## config.mk

```make
export PLATFORM = sky130hd
export DESIGN_NAME = note_draw_sequencer
export DESIGN_NICKNAME = d
export VERILOG_FILES = /design/src/rtl/note_draw_sequencer.sv
export SDC_FILE = /design/constraint.sdc
export NUM_CORES = 1
export LEC_CHECK = 0
export ABC_AREA = 0
export BUFFER_PORTS_ARGS = -buffer_cell sky130_fd_sc_hd__buf_2
export CORE_ASPECT_RATIO = 1.25
export CORE_MARGIN = 2
export CORE_UTILIZATION = 47
export CTS_CLUSTER_DIAMETER = 40
export DETAILED_ROUTE_END_ITERATION = 7
export PLACE_DENSITY = 0.76
export SLEW_MARGIN = 20
export SYNTH_ARGS = -nofsm -noshare
export SYNTH_HDL_FRONTEND = slang
export SYNTH_SLANG_ARGS = --single-unit
```

## constraint.sdc

```tcl
create_clock -name clock -period 1.95 [get_ports clock]
set_input_delay 0.2925 -clock clock [delete_from_list [all_inputs] [get_ports clock]]
set_output_delay 0.2925 -clock clock [all_outputs]
set_load 0.05 [all_outputs]
```

## src/rtl/note_draw_sequencer.sv

```systemverilog
// note_draw_sequencer: scans the note table and streams each active entry's 16x16 key sprite to the VGA plotter.
// Ports: clock/reset (sync, active-low); start, frame_id request a pass; entry_idx -> loc_x/loc_y/key_id (1-cycle ROM);
// spr_i/spr_j/spr_id/spr_id2 -> pix_colour (1-cycle loader); vga_x/vga_y/vga_colour/vga_plot plot port; busy, done status.
module note_draw_sequencer #(
  parameter int NUM_ENTRIES = 16,
  parameter logic [2:0] TRANSPARENT = 3'b000
) (
  input  logic       clock,
  input  logic       reset,
  input  logic       start,
  input  logic [2:0] frame_id,
  output logic [3:0] entry_idx,
  input  logic [7:0] loc_x,
  input  logic [7:0] loc_y,
  input  logic [1:0] key_id,
  output logic [3:0] spr_i,
  output logic [5:0] spr_j,
  output logic [2:0] spr_id,
  output logic [1:0] spr_id2,
  input  logic [2:0] pix_colour,
  output logic [7:0] vga_x,
  output logic [6:0] vga_y,
  output logic [2:0] vga_colour,
  output logic       vga_plot,
  output logic       busy,
  output logic       done
);
  typedef enum logic [2:0] {IDLE, FETCH, LATCH, DRAW, FLUSH, NEXT, FIN} state_t;
  state_t state, state_n;
  logic [3:0] cnt, i, j, i_d, j_d;
  logic [2:0] fr;
  logic [1:0] k;
  logic [7:0] lx, ly;
  logic       v_d;
  logic [8:0] x_sum, y_sum;
  logic       last;
  assign last = cnt == 4'(NUM_ENTRIES - 1);
  always_ff @(posedge clock) begin
    if (!reset) begin
      state <= IDLE;
      cnt <= '0;
      i <= '0;
      j <= '0;
      i_d <= '0;
      j_d <= '0;
      v_d <= 1'b0;
      fr <= '0;
      k <= '0;
      lx <= '0;
      ly <= '0;
    end else begin
      state <= state_n;
      v_d <= state == DRAW;
      i_d <= i;
      j_d <= j;
      if (state == IDLE && start) begin
        cnt <= '0;
        fr <= frame_id;
      end
      if (state == LATCH) begin
        lx <= loc_x;
        ly <= loc_y;
        k <= key_id;
        i <= '0;
        j <= '0;
      end
      if (state == DRAW) begin
        i <= i + 4'd1;
        if (i == 4'hF) j <= j + 4'd1;
      end
      if (state == NEXT && !last) cnt <= cnt + 4'd1;
    end
  end
  always_comb begin
    state_n = IDLE;
    case (state)
      IDLE:  state_n = start ? FETCH : IDLE;
      FETCH: state_n = LATCH;
      LATCH: state_n = (loc_y == 8'hFF) ? NEXT : DRAW;
      DRAW:  state_n = (i == 4'hF && j == 4'hF) ? FLUSH : DRAW;
      FLUSH: state_n = NEXT;
      NEXT:  state_n = last ? FIN : FETCH;
      FIN:   state_n = IDLE;
      default: state_n = IDLE;
    endcase
  end
  // 9-bit sums so sprites hanging off the right/bottom edge are clipped, never wrapped
  assign x_sum = {1'b0, lx} + {5'd0, i_d};
  assign y_sum = {1'b0, ly} + {5'd0, j_d};
  assign entry_idx = cnt;
  assign spr_i = i;
  assign spr_j = {2'b00, j};
  assign spr_id = fr;
  assign spr_id2 = k;
  assign vga_plot = v_d && pix_colour != TRANSPARENT && x_sum < 9'd160 && y_sum < 9'd120;
  assign vga_x = v_d ? x_sum[7:0] : 8'd0;
  assign vga_y = v_d ? y_sum[6:0] : 7'd0;
  assign vga_colour = v_d ? pix_colour : 3'd0;
  assign busy = state != IDLE;
  assign done = state == FIN;
endmodule
```

==> flow_summary.json, run 1 <==
{
  "final_layout_size_suffix_gt1_share_pct": 38.8,
  "worstMarginPinSlew_ns": 0.580,
  "vdd_drop_max_v": 0.000472,
  "hp-start": "key_id[0]",
  "post_synth_inst_count": 289,
  "gr-total-overflow": 0,
  "internal-power_w": 0.00145,
  "viasPerCell": 5.27,
  "syn_area_um2": 2470,
  "hp-class": "in2reg",
  "fin_util_pct": 68.0,
  "multi_input_area_um2": 1680,
  "regArea_um2": 918,
  "p_leak_nw": 1.54,
  "switching_share_pct": 26.5,
  "pin_count": 67,
  "worst_r2r_path_depth": 6,
  "grt_max_degree": 34,
  "synthArstFlopShare_pct": 0,
  "grt_pass1_vias": 2239,
  "totalWireLength_um": 5840,
  "grt_antenna_before_repair": 0,
  "fin_ws_ns": -0.618,
  "avgSynthCellArea_um2": 8.54,
  "p_comb_share_pct": 15.8,
  "synthFlopType": "dfxtp_1",
  "synth.distinct_cells": 49,
  "post_drt_wl_per_cell_um": 13.4,
  "place_ws_ns": -0.363,
  "netlist.area_leader.share_pct": 36.5,
  "initial_core_util_pct": 48.6,
  "area_growth_syn_to_layout_pct": 39.9,
  "clock_sinks": 45,
  "holdPathStages": 3,
  "crit_type": "reg2out",
  "final_area_um2": 3450,
  "cts_max_level": 2,
  "die_y_um": 85.0,
  "synth.area.top_cells": "dfxtp_1, and2_1, nand2_1, a21boi_1, ha_1",
  "die_area_um2": 5850,
  "grt_pass1_wl_um": 9650,
  "hold_viol": 0,
  "clock_path_buffers": 2,
  "final_antenna_net_count": 0,
  "diodes": 0,
  "place_hpwl_um": 3970,
  "hold_path_end": "spr_id2[0]",
  "cp-end-kind": "output port",
  "insertion_delay_ns": 0.29,
  "fin_crit_sh_pct": 132,
  "setup-violations-final": 12,
  "use_met3_pct": 5.04,
  "crit_fanout": 3,
  "mostFrequentLayoutCells": "buf_2, nand2_1, dfxtp_1",
  "r2r_start": "spr_i[0]",
  "core_um2": 5080,
  "fill_cells": 377,
  "gr-usage-met1_pct": 24.1,
  "die_w_um": 68.8,
  "timing.reg2reg.setup_slack_ns": 0.29,
  "status": "finished with violations",
  "cts_tree": "done",
  "cp-start-kind": "flip-flop",
  "report.final.slew_viol_count": 0,
  "fp-row-count": 29,
  "pwr-share-seq_pct": 50.2,
  "path_clk_slew_ns": 0.08,
  "place.gp.congestion": 0.738,
  "drc": 0,
  "drtPass1Iterations": 4,
  "synth_top_cell_by_area": "dfxtp_1",
  "slew_headroom_pct": 60.8,
  "cts_buffers": 5,
  "placedCellCount": 422,
  "reg2reg_to": "j[3]",
  "grt_busiest_layer": "met2",
  "layout_commonest_cell": "buf_2",
  "ys_seq_area_share_pct": 36.5,
  "power.density_nw_per_um2": 572,
  "switching_power_w": 0.000524,
  "period_needed_ns": 2.57,
  "violations": "setup timing",
  "grt_usage_pct": 21.4,
  "ys_seq_elements": 45,
  "skew_ns": 0.00509,
  "drtIter0Drc": 70,
  "hold_buffers": 0,
  "nNetsFinal": 414,
  "critical_path_required_ns": 1.66,
  "port_buffers": 64,
  "power_frac_clock_pct": 34.0,
  "final_cells": 436,
  "yosysWarnings": 0,
  "met2_usage_pct": 38.0,
  "place_area_um2": 2990,
  "synth-edff-count": 0,
  "maxCapViolCount": 0,
  "cp_data_arrival_time_ns": 2.28,
  "vias": 2298,
  "ctsRootBufferMaster": "clkbuf_8",
  "rsz0062_at_grt": "true",
  "fmax_mhz": 389
}
per-layer routing:
| layer | routed length [µm] | vias up | part of all wire (%) |
|---|---|---|---|
| li1 | - | 1157 | - |
| met1 | 2440 | 1078 | 42 |
| met2 | 3060 | 53 | 52 |
| met3 | 247 | 10 | 4.2 |
| met4 | 93 | 0 | 1.6 |
| met5 | 0 | - | 0 |
power groups by stage:
stage          registers (W)  clock network [W]  logic [W]
2_1_floorplan        0.00102                  0   0.000190
3_3_place_gp         0.00100                  0   0.000288
3_5_place_dp         0.00101                  0   0.000293
4_1_cts             0.000991           0.000694   0.000306
5_1_grt             0.000997           0.000747   0.000343
6_report            0.000991           0.000672   0.000313
synth_stat cells (2+ instances only):
library cell and count:
inv_1 3, buf_6 2, ha_1 11, nand3b_1 3, nand2b_1 2, dfxtp_1 45, clkbuf_1 7, nand3_1 9
buf_4 2, buf_2 6, nor2_1 10, nand2_1 49, xnor2_1 4, nand4_1 5, xor2_1 6, a21boi_1 21
a22oi_1 2, a21oi_1 10, fa_1 2, o21ai_0 4, mux2i_1 4, and2_1 30, o21ai_1 8, a21o_1 3
and3_1 3, o22ai_2 2, a21oi_2 2, nor2b_1 13
cells by family after synthesis:
kind of cell               count (synthesis)  share of synthesized area, %
AOI/OAI and AO/OA                         62                          17.5
xor gates and xnor gates                  10                          3.55
adders and majority gates                 13                          7.20
buffers and inverters                     20                          4.26
DFF                                       45                          36.5
muxes                                      5                          2.08
other                                      1                         0.152
and+or+nand+nor                          133                          28.7
state kept, by name (all words and copies together), names as in the netlist:
register,cells
entry_idx,4
i_d,4
j,4
j_d,4
lx,8
ly,8
spr_i,4
spr_id,3
spr_id2,2
state,3
v_d,1
worst max path at each step:
stage               slack (ns)  cells after the start        to   from
floorplan                -0.40                      7  vga_plot  ly[0]
global placement         -0.32                      8  vga_plot  ly[0]
detailed placement       -0.36                      8  vga_plot  ly[0]
CTS                      -0.59                      8  vga_plot  ly[0]
global route             -0.73                      8  vga_plot  ly[0]
finish                   -0.62                      8  vga_plot  ly[0]
what timing repair did:
action                     in CTS  in global routing
buffers inserted                3                  6
setup endpoints to repair      14                 14
gates resized for setup        58                 18
pin swaps                      15                 13
layout make-up:
class | count | share of cell area (%)
repair buffers | 94 | 19.3
well taps | 62 | 2.25
clock inverters | 2 | 1.01
multi-input cells | 225 | 48.5
inverters | 3 | 0.326
clock buffers | 5 | 1.99
flip-flops and latches | 45 | 26.6
critical path, cell delays in order (launching register included):
cell	delay (ns)
dfxtp_2	0.34
ha_4	0.16
fa_2	0.36
a21o_1	0.20
a21oi_4	0.18
o2111ai_1	0.13
a32o_2	0.28
nor4_4	0.14
buf_6	0.19
through the flow:
step                hold WS [ns]  setup TNS, ns  total power, W
floorplan                  0.427         -0.702         0.00121
global placement           0.438         -0.715         0.00129
detailed placement         0.449          -1.06         0.00130
CTS                        0.216          -3.34         0.00199
global route               0.210          -4.75         0.00209
finish                     0.224          -3.56         0.00198
Power figures use the tool's default switching activity.
==> inputs of run 2 (changes only) <==
SETUP_SLACK_MARGIN = 0.2   (was default)
clock period = 2.13 ns   (was 1.95 ns; I/O delays follow)
==> flow_summary.json, run 2 (same netlist as run 1, synthesis figures left out) <==
{
  "critical_path_required_ns": 1.81,
  "mostFrequentLayoutCells": "buf_2, nand2_1, dfxtp_1",
  "grt_pass1_wl_um": 9360,
  "period_needed_ns": 2.65,
  "final_layout_size_suffix_gt1_share_pct": 39.7,
  "grt_max_degree": 26,
  "cts_tree": "done",
  "status": "finished with violations",
  "worstMarginPinSlew_ns": 0.653,
  "vdd_drop_max_v": 0.000371,
  "holdPathStages": 3,
  "crit_fanout": 3,
  "clock_path_buffers": 2,
  "fin_crit_sh_pct": 124,
  "worst_path_max_delay_cell": "fa_2",
  "layout_commonest_cell": "buf_2",
  "gr-total-overflow": 0,
  "r2r_start": "spr_i[0]",
  "port_buffers": 64,
  "hold_path_end": "lx[2]",
  "violations": "setup timing",
  "vias": 2289,
  "reg2reg_to": "j[3]",
  "place.gp.congestion": 0.738,
  "die_area_um2": 5850,
  "cts_buffers": 5,
  "core_um2": 5080,
  "place_area_um2": 2940,
  "hold_viol": 0,
  "cpPeakStageDelay_ns": 0.41,
  "grt_antenna_before_repair": 0,
  "skew_ns": 0.00541,
  "place_hpwl_um": 3900,
  "insertion_delay_ns": 0.30,
  "cts_max_level": 2,
  "worst_r2r_path_depth": 6,
  "slew_headroom_pct": 55.9,
  "fmax_mhz": 378,
  "viasPerCell": 5.32,
  "diodes": 0,
  "rsz0062_at_grt": "true",
  "initial_core_util_pct": 48.6,
  "post_drt_wl_per_cell_um": 14.7,
  "pin_count": 67,
  "setup-violations-final": 11,
  "cp_data_arrival_time_ns": 2.33,
  "timing.reg2reg.setup_slack_ns": 0.45,
  "maxCapViolCount": 0,
  "largestRegisters": "lx: 8 flops, ly: 8 flops",
  "nNetsFinal": 407,
  "crit_type": "reg2out",
  "report.final.slew_viol_count": 0,
  "grt_usage_pct": 20.7,
  "place_ws_ns": -0.193,
  "die_y_um": 85.0,
  "clock_sinks": 45,
  "ctsRootBufferMaster": "clkbuf_8",
  "power_w": 0.00187,
  "hp-class": "in2reg",
  "final_area_um2": 3480,
  "fp-row-count": 29,
  "fin_ws_ns": -0.516,
  "hp-start": "loc_x[2]",
  "area_growth_syn_to_layout_pct": 41.0,
  "drc": 0,
  "crit_chain": "ha_4, fa_2, a211oi_4, nor2_2, nand4_1, o31ai_1, nor4_4, buf_6",
  "drtIter0Drc": 73,
  "drtPass1Iterations": 4,
  "holdWs_ns": 0.249,
  "die_w_um": 68.8,
  "path_clk_slew_ns": 0.08,
  "final_antenna_net_count": 0,
  "power.density_nw_per_um2": 536,
  "p_leak_nw": 1.51,
  "totalWireLength_um": 6340,
  "cp-end-kind": "output port",
  "grt_pass1_vias": 2209,
  "cp-start-kind": "flip-flop"
}
run 2: cell count changes in the layout (fill, tap and decap cells not counted), moves of 2 or more:
cell	change
ha_4	+2
dfxtp_1	-4
ha_1	-2
dfxtp_2	+5
buf_4	-9
run 2: timing repair:
action | 4_1_cts | 5_1_grt
setup endpoints to repair | 14 | 14
gates resized for setup | 56 | 28
gates cloned | 0 | 0
pin swaps | 14 | 14
setup buffers | 4 | 4
hold buffers | 0 | 0
run 2: report_power, final:
group / internal (W) / switching [W] / total (W)
Sequential: 0.000871 / 0.0000411 / 0.000913
Clock: 0.000381 / 0.000289 / 0.000670
Combinational: 0.000116 / 0.000169 / 0.000284
run 2: final cells by class:
type / count / area, µm²
clock inverter: 2 / 37.5
multi-input combinational: 225 / 1730
tap: 62 / 77.6
inverter: 3 / 11.3
clock buffer: 6 / 82.6
timing repair buffer: 87 / 626
sequential: 45 / 921
fill: 404 / 1600
run 2: worst max path at each step:
| stage | start | to | slack, ns | depth (start not counted) |
|---|---|---|---|---|
| detailed placement | ly[0] | vga_plot | -0.19 | 8 |
| global placement | ly[0] | vga_plot | -0.15 | 8 |
| finish | i_d[0] | vga_plot | -0.52 | 8 |
| CTS | ly[0] | vga_plot | -0.45 | 8 |
| floorplan | ly[0] | vga_plot | -0.24 | 7 |
| global route | i_d[0] | vga_plot | -0.59 | 8 |
run 2: per-layer routing:
metal	wire length [µm]	track usage, %	part of all wire, %	vias to the layer above
li1	-	-	-	1143
met1	2590	23.2	41	1066
met2	3350	38.2	53	65
met3	264	3.85	4.2	15
met4	133	6.24	2.1	0
met5	0	0	0	-
run 2: critical path, delay by kind of cell, from the launching register on:
family / cells / cell delay, ns
AO/OA/AOI/OAI: 2 / 0.39
flip-flops: 1 / 0.34
adder cells (fa/ha/maj): 2 / 0.58
AND/OR/NAND/NOR: 3 / 0.53
buffers and inverters: 1 / 0.20
run 2: per-stage QoR:
stage                     setup TNS (ns)  util, %  std cells
after CTS                          -1.62     65.2        426
after detailed placement          -0.275     57.9        414
after floorplan                   -0.388        -        290
after global routing               -2.98     68.5        430
after global placement            -0.151     57.9        414
final                              -2.02     68.5        430
